`src/rtl/alu_pkg.sv`:
```
// Shared definitions for the sequential ALU: operation codes, FSM states and
// the helper that tells multi-cycle shift ops apart from single-cycle ops.
package alu_pkg;

    localparam int DATA_WIDTH = 32;

    typedef enum logic [3:0] {
        OP_AND = 4'b0000,
        OP_OR  = 4'b0001,
        OP_ADD = 4'b0010,
        OP_SUB = 4'b0011,
        OP_SLL = 4'b0100,
        OP_SRL = 4'b0101,
        OP_SRA = 4'b0111,
        OP_EQ  = 4'b1000,
        OP_XOR = 4'b1001,
        OP_SLT = 4'b1100
    } alu_op_e;

    typedef enum logic [1:0] {
        S_IDLE,
        S_SHIFT,
        S_DONE
    } state_e;

    function automatic logic is_shift(input alu_op_e op);
        return (op == OP_SLL) || (op == OP_SRL) || (op == OP_SRA);
    endfunction

endpackage

```
`src/rtl/alu_shift_step.sv`:
```
// Combinational single-position shift; SRA copies the sign bit, SLL/SRL fill 0.
module alu_shift_step
    import alu_pkg::*;
#(
    parameter int DATA_WIDTH = alu_pkg::DATA_WIDTH
) (
    input  alu_op_e               op,
    input  logic [DATA_WIDTH-1:0] data_in,
    output logic [DATA_WIDTH-1:0] data_out
);

    always_comb begin
        // NOTE: default assignment first so no path through the case infers a latch.
        data_out = data_in;
        case (op)
            OP_SLL:  data_out = {data_in[DATA_WIDTH-2:0], 1'b0};
            OP_SRL:  data_out = {1'b0, data_in[DATA_WIDTH-1:1]};
            OP_SRA:  data_out = {data_in[DATA_WIDTH-1], data_in[DATA_WIDTH-1:1]};
            default: data_out = data_in;
        endcase
    end

endmodule

```
`src/rtl/alu_seq.sv`:
```
// Sequential ALU: single-cycle ops finish in one cycle, shifts iterate one bit
// position per cycle through a shared step unit.
module alu_seq
    import alu_pkg::*;
#(
    parameter int DATA_WIDTH = alu_pkg::DATA_WIDTH
) (
    input  logic                  clk,
    input  logic                  reset,
    input  logic                  start,
    input  logic [3:0]            Operation,
    input  logic [DATA_WIDTH-1:0] SrcA,
    input  logic [DATA_WIDTH-1:0] SrcB,
    output logic                  busy,
    output logic                  done,
    output logic [DATA_WIDTH-1:0] ALUResult,
    output logic                  Zero
);

    localparam int SHAMT_W = $clog2(DATA_WIDTH);

    state_e                state, state_next;
    alu_op_e               op_in, op_q;
    logic [DATA_WIDTH-1:0] shift_q, step_out, comb_result;
    logic [SHAMT_W-1:0]    cnt_q, shamt;
    logic                  accept, shift_start;

    assign op_in       = alu_op_e'(Operation);
    assign shamt       = SrcB[SHAMT_W-1:0];
    assign busy        = (state == S_SHIFT);
    assign done        = (state == S_DONE);
    assign accept      = start && !busy;
    assign shift_start = is_shift(op_in) && (shamt != '0);

    alu_shift_step #(.DATA_WIDTH(DATA_WIDTH)) u_step (
        .op       (op_q),
        .data_in  (shift_q),
        .data_out (step_out)
    );

    // A shift by zero leaves SrcA untouched and completes like any single-cycle op.
    always_comb begin
        comb_result = '0;
        case (op_in)
            OP_AND:  comb_result = SrcA & SrcB;
            OP_OR:   comb_result = SrcA | SrcB;
            OP_ADD:  comb_result = SrcA + SrcB;
            OP_SUB:  comb_result = SrcA - SrcB;
            OP_XOR:  comb_result = SrcA ^ SrcB;
            OP_EQ:   comb_result = {{(DATA_WIDTH-1){1'b0}}, (SrcA == SrcB)};
            OP_SLT:  comb_result = {{(DATA_WIDTH-1){1'b0}}, ($signed(SrcA) < $signed(SrcB))};
            OP_SLL,
            OP_SRL,
            OP_SRA:  comb_result = SrcA;
            default: comb_result = '0;
        endcase
    end

    always_comb begin
        state_next = state;
        case (state)
            S_IDLE,
            S_DONE: begin
                if (accept) state_next = shift_start ? S_SHIFT : S_DONE;
                else        state_next = S_IDLE;
            end
            S_SHIFT: begin
                if (cnt_q <= 1) state_next = S_DONE;
            end
            default: state_next = S_IDLE;
        endcase
    end

    // NOTE: non-blocking assignments so every register samples pre-edge values.
    always_ff @(posedge clk) begin
        if (reset) begin
            state     <= S_IDLE;
            shift_q   <= '0;
            cnt_q     <= '0;
            op_q      <= OP_AND;
            ALUResult <= '0;
            Zero      <= 1'b1;
        end else begin
            state <= state_next;
            if (accept) begin
                if (shift_start) begin
                    shift_q <= SrcA;
                    cnt_q   <= shamt;
                    op_q    <= op_in;
                end else begin
                    ALUResult <= comb_result;
                    Zero      <= (comb_result == '0);
                end
            end else if (state == S_SHIFT) begin
                shift_q <= step_out;
                if (cnt_q != '0) cnt_q <= cnt_q - 1'b1;
                if (cnt_q <= 1) begin
                    ALUResult <= step_out;
                    Zero      <= (step_out == '0);
                end
            end
        end
    end

endmodule

```
`config.mk`:
```
export PLATFORM = sky130hd
export DESIGN_NAME = alu_seq
export DESIGN_NICKNAME = d
export VERILOG_FILES = /design/src/rtl/alu_pkg.sv /design/src/rtl/alu_shift_step.sv /design/src/rtl/alu_seq.sv
export SDC_FILE = /design/constraint.sdc
export NUM_CORES = 1
export LEC_CHECK = 0
export ABC_AREA = 1
export BUFFER_PORTS_ARGS = -buffer_cell sky130_fd_sc_hd__buf_4
export CAP_MARGIN = 0
export CORE_ASPECT_RATIO = 1.25
export CORE_UTILIZATION = 41
export DETAILED_ROUTE_END_ITERATION = 7
export SLEW_MARGIN = 20
export SYNTH_ARGS = -nofsm -noshare
export SYNTH_HDL_FRONTEND = slang
export SYNTH_SLANG_ARGS = --single-unit
```
`constraint.sdc`:
```
create_clock -name clk -period 5.5 [get_ports clk]
set_input_delay 0.55 -clock clk [delete_from_list [all_inputs] [get_ports clk]]
set_output_delay 0.55 -clock clk [all_outputs]
set_load 0.1 [all_outputs]
```
Yosys cells after proc, flatten, opt, wreduce, memory -nomap -nowiden
Cells that the tools add are included.

cells by class
  bitwise logic cells = 3
  eq/ne operators = 18
  reductions and logical operators = 20
  mux-type cells = 21
  magnitude comparators = 2
  add/subtract/negate cells = 3

operators with widths
  kind                                                                               number
  32-bit one-hot mux with 8 select lines                                             1
  32-bit two-way mux                                                                 7
  32-bit one-hot mux with 3 select lines                                             1
  32-bit zero test                                                                   2
  32-bit adder                                                                       1
  32-bit AND                                                                         1
  32-bit equality test                                                               1
  32-bit < comparator                                                                1
  32-bit bitwise OR                                                                  1
  32-bit subtractor                                                                  1
  32-bit XOR                                                                         1
  4-bit by 3-bit equality test with 1-bit output (second input constant)             6
  5-bit two-way mux                                                                  4
  4-bit equality test (second input constant)                                        3
  5-bit nonzero test                                                                 2
  4-bit by 2-bit equality test with 1-bit output (second input constant)             2
  2-bit two-way mux                                                                  3
  3-bit AND reduction                                                                2
  2-bit nonzero test                                                                 3
  5-bit by 1-bit less-or-equal comparator with 1-bit output (second input constant)  1
  5-bit by 1-bit subtractor with 5-bit output (second input constant)                1
  4-bit by 1-bit equality test with 1-bit output (second input constant)             1
  4-bit zero test                                                                    1
  1-bit two-way mux                                                                  4
  other kinds (12)                                                                   16

word-level totals
  register bits = 76
  input port bits = 71
  output and inout port bits = 35
  logic and storage cells = 73

Depth between registers and ports, before layout
  depth after elaboration = 7
  mapped depth = 24
  mapped depth without buffers = 23

Hierarchy
A second synthesis with hierarchy kept.

unflattened totals
  cell total of the unflattened synthesis = 1922
  area total of the unflattened synthesis = 11028.1 µm²

modules (own cells, without submodules)
  module          instances  area an instance (µm²)  seq. area each (µm²)  cells an instance
  alu_seq         1          10271.1                 1521.5                1770
  alu_shift_step  1          757.0                   0.0                   152

Least setup slack after synthesis
Ideal clock, no wire load.

  path kind = reg-to-reg
  from = register state[0]
  to = register ALUResult[10]
  required time = 5.370 ns
  stages on the path, launching flop included = 12
  setup slack = 2.601 ns
  path buffers = 2
  clock period less this slack = 2.899 ns
  setup time = 0.130 ns
  data arrival time = 2.768 ns
  cell sequence = dfxtp_1 -> inv_1 -> nor2_1 -> nor2_1 -> inv_2 -> a21oi_1 -> inv_1 -> nand2_1 -> clkbuf_8 -> buf_2 -> o21ai_0 -> a31oi_1

between the ends
  cells in the longest elaborated chain, start to end = 5
  elaborated cells between the ends (all ways) = 8
  classes of those cells = eq/ne: 2; mux: 1; reduce/logical: 5

RTL lines
  element                                                                      RTL line       source
  start: declaration                                                           alu_seq.sv:22  state_e state, state_next;
  start signal: assignment                                                     alu_seq.sv:84  state <= state_next;
  2-bit by 1-bit equality test with 1-bit output *                             alu_seq.sv:30  assign busy = (state == S_SHIFT);
  via busy                                                                     alu_seq.sv:14  output logic busy,
  1-bit zero test                                                              alu_seq.sv:32  assign accept = start && !busy;
  1-bit logical AND                                                            alu_seq.sv:32
  2-bit != test (no source line) / 2-bit nonzero test (equally long branches)  --
  3-bit AND reduction (no source line)                                         --
  end signal: assignment                                                       alu_seq.sv:91  ALUResult <= comb_result;
  end signal: assignment                                                       alu_seq.sv:98  ALUResult <= step_out;
  end: declaration                                                             alu_seq.sv:16  output logic [DATA_WIDTH-1:0] ALUResult,

The timed path passes the listed nets; every way through them passes the cells marked *.
A chain may end at the register's enable or synchronous reset.

Worst setup path after layout
  from = register state[0]
  to = register Zero

between the ends
  cells in the longest elaborated chain, start to end = 5
  elaborated cells between the ends (all ways) = 8
  classes of those cells = eq/ne: 2; mux: 1; reduce/logical: 5

RTL lines
  element                                                                      RTL line                      source
  2-bit by 1-bit equality test with 1-bit output *                             alu_seq.sv:30, alu_seq.sv:94
  1-bit zero test                                                              alu_seq.sv:32
  1-bit logical AND                                                            alu_seq.sv:32
  2-bit != test (no source line) / 2-bit nonzero test (equally long branches)  --
  3-bit AND reduction (no source line)                                         --
  end signal: assignment                                                       alu_seq.sv:92                 Zero <= (comb_result == '0);
  end signal: assignment                                                       alu_seq.sv:99                 Zero <= (step_out == '0);
  end: declaration                                                             alu_seq.sv:17                 output logic Zero

Every way passes the cells marked *; elsewhere a longest branch is shown, timed or not.

==> flow_metrics.tcl <==
set metrics [dict create \
    crit_chain "inv_1, nor2_1, nor2_4, buf_4, o21ai_0, nor3_1, nand3_1, nor2_1, nand2_1, nor2_1, nand3_1, nor2_1, nand3_1, nand2_1, nand2_1, nand2_1" \
    finalCriticalPeriod_ns 3.21 \
    die_h_um 185 \
    comb_power_share 0.484 \
    grt_pass1_wl_um 66800 \
    postLayoutCellArea_um2 12100 \
    setup_viol 0 \
    clock_sinks 76 \
    final_common_cell "nand2_1" \
    postCtsHoldBufs 0 \
    ys_types 49 \
    dp_hpwl_um 34800 \
    crit_slowest_cell "buf_4" \
    crit_type "reg2reg" \
    fin_nets 2186 \
    fp.dieW_um 148 \
    vias_per_cell 5.49 \
    synth_ff_type "dfxtp_1" \
    power.share.sequential 0.259 \
    dpl-instance-area_um2 11800 \
    r2r_start "state[0]" \
    synth_area_per_cell_um2 5.59 \
    regArea_um2 1520 \
    vdd_drop_max_mv 0.165 \
    critPathLaunch "state[0]" \
    synth_edf_count 0 \
    io_buffer_count 105 \
    power_density_nw_per_um2 199 \
    critical_path_buf_inv_count 2 \
    routabilityCongestion 1.00 \
    nFillCells 2951 \
    fin_skew_ns 0.00705 \
    drv_slew 0 \
    maxCapViolCount 0 \
    grt_start_max_net_pins 75 \
    crit_required_ns 5.78 \
    period_share 0.584 \
    clk_pin_slew_ns 0.06 \
    grt_pass1_vias 12100 \
    cp_top_family "simple AND/OR/NAND/NOR gates" \
    switchingPower_uw 1110 \
    hold_start "reset" \
    startpoint_type "register" \
    core_um2 26100 \
    row_count 66 \
    antenna_cells 0 \
    synth-seq-area-share 0.139 \
    cts-root-buf "clkbuf_16" \
    tightest_slew_ns 1.02 \
    clock_path_buffers 2 \
    cts_htree_levels 3 \
    io_pins 106 \
    pwr-share-clk 0.257 \
    status "finished clean" \
    crit_fanout 74 \
    rsz0062_at_grt "false" \
    cp-end-kind "register" \
    synthesis.nets 2140 \
    cts_buffers 9 \
    synth_warnings 0 \
    initial_core_util 0.419 \
    vias 12900 \
    synth_cells 1956 \
    post_cts.resized_instances 0 \
    cts.repair_timing.setup_buffer_count 0 \
    p_sw_frac 0.459 \
    synth-seq-cells 76 \
    tritoncts "built" \
    drc 0 \
    hp-class "in2reg" \
    antenna_found_initial 0 \
    mostFrequentLayoutCells "nand2_1 (620), inv_1 (333), nor2_1 (152)" \
    ant_nets 0 \
    area_delta_synth_final_pct 10.7 \
    async_reset_ff_frac 0 \
    multi_input_area_um2 7710 \
    avgRoutedWirePerCell_um 18.3 \
    grt-ovfl-total 0 \
    dieArea_um2 27300 \
    clk_latency_ns 0.34 \
    drt_first_iter_violations 971 \
    syn_area_um2 10900 \
    hold_violations 0 \
    fmaxAchievable_ghz 0.311 \
    routed_wl_um 42900 \
    max_stage_delay_ns 0.62 \
    relSlewSlack 0.320 \
    track_usage 0.315 \
    leakagePower_uw 0.00641 \
    holdWs_ns 0.453 \
    setup-tns-final_ns 0 \
    drt_first_pass_iters 5 \
    drive_gt1_frac 0.0927 \
    internal_power_uw 1310 \
    crit_arrival_ns 3.49 \
]
-- final timing paths --
path,end,slack (ns),cells past startpoint
setup / recovery,Zero,2.29,16
hold / removal,ALUResult[23],0.45,2
setup reg to reg,Zero,2.29,16
hold reg to reg,op_q[3],0.47,2
-- power by group through the flow --
stage	logic [uW]	clock network (uW)	registers (uW)
after floorplan	649	0	798
after global placement	1140	0	635
after detailed placement	1150	0	636
after CTS	1150	623	624
after global routing	1280	647	629
final	1170	621	625
-- registers in the layout (all words and copies together), names as in the netlist --
signal,flops
ALUResult,32
Zero,1
cnt_q,5
op_q,4
shift_q,32
state,2
-- synthesized netlist by cell type (5+ instances only) --
cell type,instances,share of area
or2_2,9,0.0051
ha_1,111,0.13
a221oi_1,18,0.014
nor4_1,8,0.0046
nor2_2,13,0.0074
a31oi_1,63,0.036
dfxtp_1,76,0.14
buf_4,9,0.0062
buf_6,5,0.0051
nor3_1,18,0.0082
buf_2,30,0.014
o22ai_1,27,0.015
nand2_2,8,0.0046
clkbuf_1,27,0.0093
nand3_1,143,0.065
inv_2,10,0.0034
o221ai_1,18,0.014
a21oi_1,61,0.028
o211ai_1,8,0.0055
o21ai_0,118,0.054
nand4_1,21,0.012
inv_1,333,0.11
nor2_1,153,0.052
nand2_1,621,0.21
-- per-layer routing --
layer	up-vias	global-route usage	part of all wire
met3	86	0.0208	0.066
met5	-	0	0
met4	0	0.121	0.035
li1	6369	-	-
met2	526	0.533	0.46
met1	5907	0.416	0.44
-- kinds of logic after synthesis --
group	share of synthesized area
AOI/OAI and AO/OA	0.181
xor gates and xnor gates	0.00160
adders and majority gates	0.131
buffers and inverters	0.159
DFF	0.139
and+or+nand+nor	0.388
-- stage by stage --
stage / setup WS (ns) / util / std cells / total power (uW)
after floorplan: 2.60 / - / 1956 / 1450
after global placement: 2.16 / 0.452 / 2331 / 1780
after detailed placement: 2.13 / 0.452 / 2331 / 1780
after CTS: 2.25 / 0.464 / 2346 / 2400
after global routing: 1.94 / 0.464 / 2346 / 2550
final: 2.29 / 0.464 / 2346 / 2410
-- cell type report --
class,count,share of cell area
well taps,340,0.0351
clock inverters,6,0.00661
multi-input cells,1457,0.637
clock buffers,9,0.0186
inverters,344,0.107
repair buffers,114,0.0707
flip-flops and latches,76,0.126
Note: power is estimated with default switching activity, not from simulation.
